===== src/rtl/pinky_scoreboard_regfile.sv =====
// PinKY register file with per-register pending-write counters and write-back bypass.
// Decode reads combinationally and stalls on rd_busy; write-back retires pending writes.
module pinky_scoreboard_regfile #(
  parameter int WIDTH   = 16,
  parameter int NREGS   = 16,
  parameter int NRD     = 2,
  parameter int MAXPEND = 3,
  parameter int ZERO_R0 = 0,
  localparam int AW = (NREGS > 1) ? $clog2(NREGS) : 1,
  localparam int CW = $clog2(MAXPEND + 1)
) (
  input  logic                 clk,
  input  logic                 reset,
  input  logic [NRD*AW-1:0]    rd_addr,
  output logic [NRD*WIDTH-1:0] rd_data,
  output logic [NRD-1:0]       rd_busy,
  input  logic                 iss_valid,
  input  logic                 iss_wen,
  input  logic [AW-1:0]        iss_dest,
  output logic                 iss_ready,
  input  logic                 wb_valid,
  input  logic [AW-1:0]        wb_dest,
  input  logic [WIDTH-1:0]     wb_data,
  output logic                 err
);

  logic [WIDTH-1:0] regs_r   [NREGS];
  logic [CW-1:0]    pend_r   [NREGS];
  logic [CW-1:0]    pend_nxt_s [NREGS];
  logic             err_r;
  logic             iss_fire_s;
  logic             wb_fire_s;
  logic             underflow_s;

  function automatic logic addr_ok(input logic [AW-1:0] a);
    return int'(a) < NREGS;
  endfunction

  // A register is tracked when it exists and is not the hardwired zero register.
  function automatic logic tracked(input logic [AW-1:0] a);
    return addr_ok(a) && !((ZERO_R0 != 0) && (a == '0));
  endfunction

  // Issue acceptance and write-back qualification.
  always_comb begin
    iss_ready = 1'b1;
    if (tracked(iss_dest) && (pend_r[iss_dest] == CW'(MAXPEND))) begin
      iss_ready = 1'b0;
    end else begin
      iss_ready = 1'b1;
    end
    iss_fire_s  = iss_valid && iss_wen && iss_ready && tracked(iss_dest);
    wb_fire_s   = wb_valid && tracked(wb_dest);
    underflow_s = 1'b0;
    if (wb_fire_s && (pend_r[wb_dest] == '0) && !(iss_fire_s && (iss_dest == wb_dest))) begin
      underflow_s = 1'b1;
    end else begin
      underflow_s = 1'b0;
    end
  end

  // Next pending count: issue and retire in the same cycle cancel out.
  always_comb begin
    for (int i = 0; i < NREGS; i++) begin
      pend_nxt_s[i] = pend_r[i];
      if (iss_fire_s && (iss_dest == AW'(i)) && wb_fire_s && (wb_dest == AW'(i))) begin
        pend_nxt_s[i] = pend_r[i];
      end else if (iss_fire_s && (iss_dest == AW'(i))) begin
        pend_nxt_s[i] = pend_r[i] + CW'(1);
      end else if (wb_fire_s && (wb_dest == AW'(i)) && (pend_r[i] != '0)) begin
        pend_nxt_s[i] = pend_r[i] - CW'(1);
      end else begin
        pend_nxt_s[i] = pend_r[i];
      end
    end
  end

  // Register contents and pending counters.
  always_ff @(posedge clk or negedge reset) begin
    if (!reset) begin
      for (int i = 0; i < NREGS; i++) begin
        regs_r[i] <= '0;
        pend_r[i] <= '0;
      end
    end else begin
      for (int i = 0; i < NREGS; i++) begin
        pend_r[i] <= pend_nxt_s[i];
      end
      if (wb_fire_s) begin
        regs_r[wb_dest] <= wb_data;
      end
    end
  end

  // Sticky underflow flag; only reset clears it.
  always_ff @(posedge clk or negedge reset) begin
    if (!reset) begin
      err_r <= 1'b0;
    end else if (underflow_s) begin
      err_r <= 1'b1;
    end else begin
      err_r <= err_r;
    end
  end

  assign err = err_r;

  // Read ports: forward the write-back only when it retires the last pending write.
  always_comb begin
    rd_data = '0;
    rd_busy = '0;
    for (int p = 0; p < NRD; p++) begin
      if (tracked(rd_addr[p*AW +: AW])) begin
        if (wb_valid && (wb_dest == rd_addr[p*AW +: AW]) &&
            (pend_r[rd_addr[p*AW +: AW]] == CW'(1))) begin
          rd_data[p*WIDTH +: WIDTH] = wb_data;
          rd_busy[p]                = 1'b0;
        end else begin
          rd_data[p*WIDTH +: WIDTH] = regs_r[rd_addr[p*AW +: AW]];
          rd_busy[p]                = (pend_r[rd_addr[p*AW +: AW]] != '0);
        end
      end else begin
        rd_data[p*WIDTH +: WIDTH] = '0;
        rd_busy[p]                = 1'b0;
      end
    end
  end

endmodule


===== config.mk =====
export PLATFORM = sky130hd
export DESIGN_NAME = pinky_scoreboard_regfile
export DESIGN_NICKNAME = d
export VERILOG_FILES = /design/src/rtl/pinky_scoreboard_regfile.sv
export SDC_FILE = /design/constraint.sdc
export NUM_CORES = 1
export LEC_CHECK = 0
export CELL_PAD_IN_SITES_DETAIL_PLACEMENT = 1
export CELL_PAD_IN_SITES_GLOBAL_PLACEMENT = 1
export CORE_ASPECT_RATIO = 0.9
export CORE_UTILIZATION = 45
export CTS_CLUSTER_SIZE = 16
export DETAILED_ROUTE_END_ITERATION = 8
export MAX_ROUTING_LAYER = met4
export PLACE_DENSITY_LB_ADDON = 0.1
export SYNTH_ARGS = -nofsm -noshare
export SYNTH_HDL_FRONTEND = slang
export SYNTH_SLANG_ARGS = --single-unit

===== constraint.sdc =====
create_clock -name clk -period 2.9 [get_ports clk]
set_clock_uncertainty 0.15 [all_clocks]
set_input_delay 0.435 -clock clk [delete_from_list [all_inputs] [get_ports clk]]
set_output_delay 0.435 -clock clk [all_outputs]
set_load 0.03 [all_outputs]

==> results of run 1 <==
==> final cells by class <==
cell class,instances,area [sq um],area share
clock buffers,47,1010,0.0485
clock inverters,13,156,0.00748
inverters,15,56.3,0.00269
multi-input cells,723,9110,0.436
flip-flops and latches,289,7230,0.346
well taps,476,596,0.0285
repair buffers,279,2740,0.131
==> synthesized netlist by cell type (2+ instances only) <==
cell and count:
sky130_fd_sc_hd__dfrtp_1 289, sky130_fd_sc_hd__mux2_2 289, sky130_fd_sc_hd__mux4_2 184, sky130_fd_sc_hd__clkbuf_1 56
sky130_fd_sc_hd__nor2_1 43, sky130_fd_sc_hd__o21ai_0 30, sky130_fd_sc_hd__nand2_1 22, sky130_fd_sc_hd__nor3_1 21
sky130_fd_sc_hd__buf_1 18, sky130_fd_sc_hd__buf_2 17, sky130_fd_sc_hd__a21oi_1 16, sky130_fd_sc_hd__inv_1 15
sky130_fd_sc_hd__xnor2_1 11, sky130_fd_sc_hd__a211oi_1 10, sky130_fd_sc_hd__mux2_4 10, sky130_fd_sc_hd__nand3_1 9
sky130_fd_sc_hd__a21boi_0 8, sky130_fd_sc_hd__o21a_1 7, sky130_fd_sc_hd__mux2i_1 6, sky130_fd_sc_hd__o22a_1 6
sky130_fd_sc_hd__and3_1 5, sky130_fd_sc_hd__nand2b_1 5, sky130_fd_sc_hd__a211o_1 4, sky130_fd_sc_hd__buf_6 4
sky130_fd_sc_hd__xor2_1 4, sky130_fd_sc_hd__a31oi_1 3, sky130_fd_sc_hd__nor3b_1 3, sky130_fd_sc_hd__or2_1 3
sky130_fd_sc_hd__or3_1 3, sky130_fd_sc_hd__a22oi_1 2, sky130_fd_sc_hd__a2bb2oi_1 2, sky130_fd_sc_hd__nand3b_1 2
sky130_fd_sc_hd__nor2b_1 2, sky130_fd_sc_hd__o211ai_1 2, sky130_fd_sc_hd__o21ba_2 2, sky130_fd_sc_hd__o21bai_1 2
==> registers in the layout, indices dropped and copies added (netlist names) <==
register  flops
err           1
regs_r      256
pend_r       32
==> metrics by stage <==
| step | area (sq um) | total power, mW | setup TNS [ps] | utilization |
|---|---|---|---|---|
| floorplan | 16800 | 8.40 | -1250 | - |
| global placement | 19300 | 9.92 | -21960 | 0.533 |
| detailed placement | 19300 | 10.1 | -22840 | 0.533 |
| CTS | 20800 | 14.8 | -22210 | 0.574 |
| global route | 20900 | 15.4 | -23200 | 0.577 |
| finish | 20900 | 14.8 | -21260 | 0.577 |
==> where the power goes <==
group	total, mW	internal, mW	switching [mW]
combinational	4.54	2.78	1.75
clock	4.52	2.72	1.80
sequential	5.71	4.97	0.744
total	14.8	10.5	4.29
==> worst reg2reg max path, delay by kind of cell (launching register included) <==
family          cells  cell delay [ps]
flops               1              420
simple gates        1              230
compound gates      3              570
buf+inv             4              540
mux                 2              800
==> layer usage <==
metal  vias to the layer above  GRT usage
met4                         0     0.0845
met1                      6215      0.406
met3                        84     0.0354
met2                       285      0.462
met5                         -          -
li1                       4826          -
==> worst paths after layout <==
kind / startpoint / to / cells past startpoint / slack [ps]
setup / recovery: pend_r[17] / rd_data[13] / 9 / -710
hold / removal: reset / err / 2 / 330
max in group asynchronous: reset / regs_r[22] / 3 / 1440
setup reg to reg: pend_r[21] / pend_r[30] / 10 / 100
min in group clk: err / err / 1 / 370
hold reg to reg: err / err / 1 / 370
==> timing repair <==
| item | in CTS | in global routing |
|---|---|---|
| endpoints found under the setup margin | 35 | 35 |
| endpoints found under the hold margin | 63 | 0 |
| resized for setup | 94 | 22 |
| pin swaps | 5 | 8 |
| hold buffers | 1 | 0 |
| setup buffers | 12 | 11 |
==> cells by family (layout without fill, tap and decap cells) <==
logic type | after synthesis | after routing | synth area share
mux | 490 | 490 | 0.458
flops | 289 | 289 | 0.434
simple gates | 119 | 119 | 0.0331
buf+inv | 111 | 354 | 0.0283
compound gates | 99 | 99 | 0.0388
xor+xnor | 15 | 15 | 0.00789
==> impl_summary.log, run 1 <==
[metrics] power per cell area: 706 nW/um^2
[metrics] TritonCTS buffer count: 35
[metrics] Placed Cells incl. Taps: 1764
[metrics] TritonCTS clock tree: built
[metrics] first-iteration detailed-routing DRC count: 703
[metrics] GRT Total Usage: 0.295
[metrics] fmax: 277 MHz
[metrics] via total after detailed routing: 11400
[metrics] site row count: 66
[metrics] I/O pin count: 73
[metrics] placeable core region: 36300 sq um
[metrics] minimum setup slack after placement: -792 ps
[metrics] share of layout cells above drive strength 1: 0.598
[metrics] prevailing post-synth register cell: sky130_fd_sc_hd__dfrtp_1
[metrics] 1st-pass router iterations: 5
[metrics] Top Layer Used: met4
[metrics] # clock sinks: 289
[metrics] Tcrit/Tclk final: 1.25
[metrics] type of the worst setup path: flop to output port
[metrics] weighted congestion at the end of routability-driven global placement: 0.885
[metrics] Tmin final: 3610 ps
[metrics] synthesized area per cell: 14.8 sq um
[metrics] Met2 Wirelength: 24700 um
[metrics] cell type with the highest aggregate area in the netlist: sky130_fd_sc_hd__dfrtp_1
[metrics] Crit path arrival time: 3030 ps
[metrics] Die Y: 184 um
[metrics] sort of element at the end of the critical path: output port
[metrics] Post-synth EDFFs: 0
[metrics] Max rail drop VDD: 603 uV
[metrics] cell types occupying the most area after synthesis: sky130_fd_sc_hd__dfrtp_1 43%, sky130_fd_sc_hd__mux4_2 25%, sky130_fd_sc_hd__mux2_2 20%
[metrics] nets in the synthesized netlist: 1160
[metrics] mean routed wirelength per cell: 27.7 um
[metrics] Skew-Pair Late Insertion Delay: 530 ps
[metrics] pins over their slew limit: 0
[metrics] number of non-filler instances in the completed layout: 1842
[metrics] worst path required time: 2320 ps
[metrics] most common cell after layout, fill and taps aside: sky130_fd_sc_hd__dfrtp_1
[metrics] family of cells with the greatest summed delay on the critical path: multiplexers
[metrics] post-route DRC violation count: 0
[metrics] total overflow reported by the global router: 0
[metrics] top-area cell type share of the netlist area: 0.434
[metrics] Die ar.: 37800 sq um
[metrics] Clock Tree Buf Depth: 3
[metrics] Slowest cell on crit path: sky130_fd_sc_hd__mux4_2
[metrics] antenna violations before repair: 0
[metrics] violations in the final reports: setup timing
[metrics] share of synthesized area occupied by flip-flops and latches: 0.434
[metrics] antenna violation net count after detailed routing: 0
[metrics] Critical Path Max Stage Delay: 470 ps
[metrics] Detail Route met3 WL: 2190 um
[metrics] status: finished with violations
[metrics] synthesized instance count: 1123
[metrics] worst-case setup margin in the final layout: -711 ps
[metrics] Final Hold Slack: 331 ps
[metrics] # port buffers: 72
[metrics] worst slew slack as a fraction of its limit: 0.551
[metrics] sort of element at the start of the critical path: flop
[metrics] half-perimeter wire length of the detailed placement result: 34500 um
[metrics] number of distinct standard cells referenced by the synthesized netlist: 44
[metrics] number of antenna cells inserted: 0
[metrics] worst hold-check path type: input pin to async pin
[metrics] buffers plus inverters on the worst setup path: 3
[metrics] leakage power of the design: 8.75 nW
[metrics] reported max-cap violation count: 0
[metrics] routed wire length: 51000 um
[metrics] final count of hold timing violations: 0
[metrics] Synthesis Warnings: 0
[metrics] Area Overhead vs Synth: 25.6%
[metrics] transition time at the pin with the least slew margin: 666 ps
[metrics] count of nets after finishing: 1380
[metrics] commonest cells after routing, fill and taps aside: 288 x sky130_fd_sc_hd__dfrtp_1, 273 x sky130_fd_sc_hd__mux2_2, 184 x sky130_fd_sc_hd__mux4_2
[metrics] number of levels in the clock H-tree: 2
[metrics] flip-flop and latch count after synthesis: 289
[metrics] clock slew seen by the registers of the worst setup and hold paths: 60 ps
[metrics] via count of the first global-routing pass: 12400
[metrics] fill cell instance count of the final layout: 3417
[metrics] final number of setup-violating endpoints: 35
[metrics] total standard cell area after synthesis: 16700 sq um
[metrics] number of vias per cell: 6.19
[metrics] largest fanout on the critical path: 8
[metrics] Initial Utilization: 0.459
[metrics] chain of cells forming the critical path: mux4_2, mux2_4, nand2b_4, o21a_1, or2_4, buf_6, buf_12, mux2_4, buf_12
[metrics] first-pass GRT wire length: 79100 um
[metrics] share of async-settable or async-resettable flops after synthesis: 1.00
[metrics] root buf cell: sky130_fd_sc_hd__clkbuf_16
[metrics] RSZ-0062 raised after global routing: yes
[metrics] met1 routed wirelength after detailed routing: 22700 um
[metrics] floorplan die width: 205 um
[metrics] maximum number of pins on one net before global-route repair: 74
(Power assumes the default switching activity.)
==> run 2: changes to the inputs <==
--- a/config.mk
+++ b/config.mk
@@ -8,7 +8,7 @@
 export CELL_PAD_IN_SITES_DETAIL_PLACEMENT = 1
 export CELL_PAD_IN_SITES_GLOBAL_PLACEMENT = 1
 export CORE_ASPECT_RATIO = 0.9
-export CORE_UTILIZATION = 45
+export CORE_UTILIZATION = 40
 export CTS_CLUSTER_SIZE = 16
 export DETAILED_ROUTE_END_ITERATION = 8
 export MAX_ROUTING_LAYER = met4
==> constraint.sdc (replaced) <==
create_clock -name clk -period 2.9 [get_ports clk]
set_clock_uncertainty 0.15 [all_clocks]
set_input_delay 0.435 -clock clk [delete_from_list [all_inputs] [get_ports clk]]
set_output_delay 0.435 -clock clk [all_outputs]
set_load 0.1 [all_outputs]
==> impl_summary.log, run 2 (same netlist as run 1, synthesis figures left out) <==
[metrics] register with the highest flop count: regs_r
[metrics] violations in the final reports: setup timing
[metrics] antenna violations before repair: 0
[metrics] number of vias per cell: 5.97
[metrics] global routing met1 resource utilization: 0.361
[metrics] minimum setup slack after placement: -478 ps
[metrics] Tmin final: 3560 ps
[metrics] total power after layout: 15.3 mW
[metrics] Sum Neg Setup Slack: -20220 ps
[metrics] # port buffers: 72
[metrics] placeable core region: 40800 sq um
[metrics] reported max-cap violation count: 0
[metrics] Placed Cells incl. Taps: 1804
[metrics] worst-case register-to-register setup slack: 180 ps
[metrics] clock slew seen by the registers of the worst setup and hold paths: 60 ps
[metrics] TritonCTS buffer count: 35
[metrics] fraction of met2 tracks used by global routing: 0.384
[metrics] Die Y: 196 um
[metrics] critical register-to-register path endpoint: pend_r[24]
[metrics] worst slew slack as a fraction of its limit: 0.526
[metrics] Die ar.: 42400 sq um
[metrics] floorplan die width: 217 um
[metrics] I/O pin count: 73
[metrics] flip-flop count of the largest register after layout: 256
[metrics] pins over their slew limit: 0
[metrics] final number of setup-violating endpoints: 34
[metrics] post-route DRC violation count: 0
[metrics] most common cell after layout, fill and taps aside: sky130_fd_sc_hd__dfrtp_1
[metrics] 1st-pass router iterations: 5
[metrics] maximum number of pins on one net before global-route repair: 66
[metrics] status: finished with violations
[metrics] weighted congestion at the end of routability-driven global placement: 0.886
[metrics] sort of element at the end of the critical path: output port
[metrics] count of nets after finishing: 1347
[metrics] mean routed wirelength per cell: 26.8 um
[metrics] chain of cells forming the critical path: mux4_2, mux2_4, nand2b_4, o21a_1, or2_4, buf_12, mux2_4, buf_12
[metrics] first-iteration detailed-routing DRC count: 750
[metrics] power per cell area: 732 nW/um^2
[metrics] RSZ-0062 raised after global routing: yes
[metrics] Crit path arrival time: 2970 ps
[metrics] Clock Tree Buf Depth: 3
[metrics] type of the worst setup path: flop to output port
[metrics] end point of the critical path: rd_data[8]
[metrics] layer with the highest usage: met2
[metrics] site row count: 70
[metrics] root buf cell: sky130_fd_sc_hd__clkbuf_16
[metrics] commonest cells after routing, fill and taps aside: 285 x sky130_fd_sc_hd__dfrtp_1, 265 x sky130_fd_sc_hd__mux2_2, 184 x sky130_fd_sc_hd__mux4_2
[metrics] largest fanout on the critical path: 10
[metrics] total overflow reported by the global router: 0
[metrics] Max rail drop VDD: 525 uV
[metrics] worst path required time: 2320 ps
[metrics] leakage power of the design: 8.67 nW
[metrics] worst reg-to-reg path cell count: 9
[metrics] Tcrit/Tclk final: 1.23
[metrics] TritonCTS clock tree: built
[metrics] Area Overhead vs Synth: 25.5%
[metrics] sort of element at the start of the critical path: flop
[metrics] via count of the first global-routing pass: 12100
[metrics] global routing met3 resource utilization: 0.0411
[metrics] routed wire length: 50100 um
[metrics] number of levels in the clock H-tree: 2
[metrics] Skew-Pair Late Insertion Delay: 520 ps
[metrics] antenna violation net count after detailed routing: 0
[metrics] fmax: 281 MHz
[metrics] Initial Utilization: 0.408
[metrics] first-pass GRT wire length: 78400 um
[metrics] GRT Total Usage: 0.256
[metrics] transition time at the pin with the least slew margin: 703 ps
[metrics] # clock sinks: 289
[metrics] placed cell area: 19700 sq um
[metrics] timing startpoint of the critical path: pend_r[17]
[metrics] number of non-filler instances in the completed layout: 1869
[metrics] via total after detailed routing: 11200
[metrics] Critical Path Max Stage Delay: 490 ps
[metrics] final count of hold timing violations: 0
[metrics] worst-case setup margin in the final layout: -658 ps
[metrics] Final Hold Slack: 326 ps
[metrics] fill cell instance count of the final layout: 4006
[metrics] share of layout cells above drive strength 1: 0.585
[metrics] worst hold-check path type: input pin to async pin
[metrics] post-route cell area: 20900 sq um
[metrics] worst reg2reg path startpoint: pend_r[3]
[metrics] Layout Utilization: 0.512
[metrics] number of antenna cells inserted: 0
[metrics] half-perimeter wire length of the detailed placement result: 33200 um
[metrics] Slowest cell on crit path: sky130_fd_sc_hd__mux4_2
[run 2: cell type report]
cell class              instances  area, sq um  area share
flip-flops and latches        289         7240       0.346
multi-input cells             723         9160       0.438
clock buffers                  50          962      0.0460
well taps                     540          676      0.0323
clock inverters                 6         36.3     0.00174
inverters                      15         56.3     0.00269
repair buffers                246         2770       0.133
[run 2: layer usage]
layer,wire length (um),part of all wire,vias up
met5,0,0,-
met4,1320,0.026,0
met3,2100,0.042,72
met2,23500,0.47,227
met1,23200,0.46,6102
li1,-,-,4761
[run 2: where the power goes]
part           internal (mW)  leakage [nW]  switching, mW
Combinational           2.98          4.66           2.64
Sequential              4.97          3.52          0.713
Clock                   2.29         0.487           1.71
[run 2: what timing repair did]
item,in CTS,in global routing
hold endpoints to repair,56,0
gates cloned,1,0
resized for setup,30,10
hold buffers,1,0
setup endpoints to repair,35,38
setup buffers,8,1
pin swaps,4,3
[run 2: worst max-delay path, delay by kind of cell (launching register included)]
family          cells  cell delay (ps)
compound gates      1              160
buf+inv             2              350
flops               1              440
mux                 3             1100
simple gates        2              400
[run 2: how the worst min path moves through the flow]
stage	start	to	slack (ps)
3_3_place_gp	reset	pend_r[23]	290
3_5_place_dp	reset	pend_r[23]	290
4_1_cts	reset	pend_r[23]	330
5_1_grt	err	err	350
2_1_floorplan	reset	err	-10
6_report	reset	pend_r[23]	330
==> run 3: changes to the inputs <==
--- a/config.mk
+++ b/config.mk
@@ -11,6 +11,7 @@
 export CORE_UTILIZATION = 40
 export CTS_CLUSTER_SIZE = 16
 export DETAILED_ROUTE_END_ITERATION = 8
+export HOLD_SLACK_MARGIN = 0.05
 export MAX_ROUTING_LAYER = met4
 export PLACE_DENSITY_LB_ADDON = 0.1
 export SYNTH_ARGS = -nofsm -noshare
==> results of run 3 <==
Same layout as run 2: the final DEF is identical, and so are final timing and power.
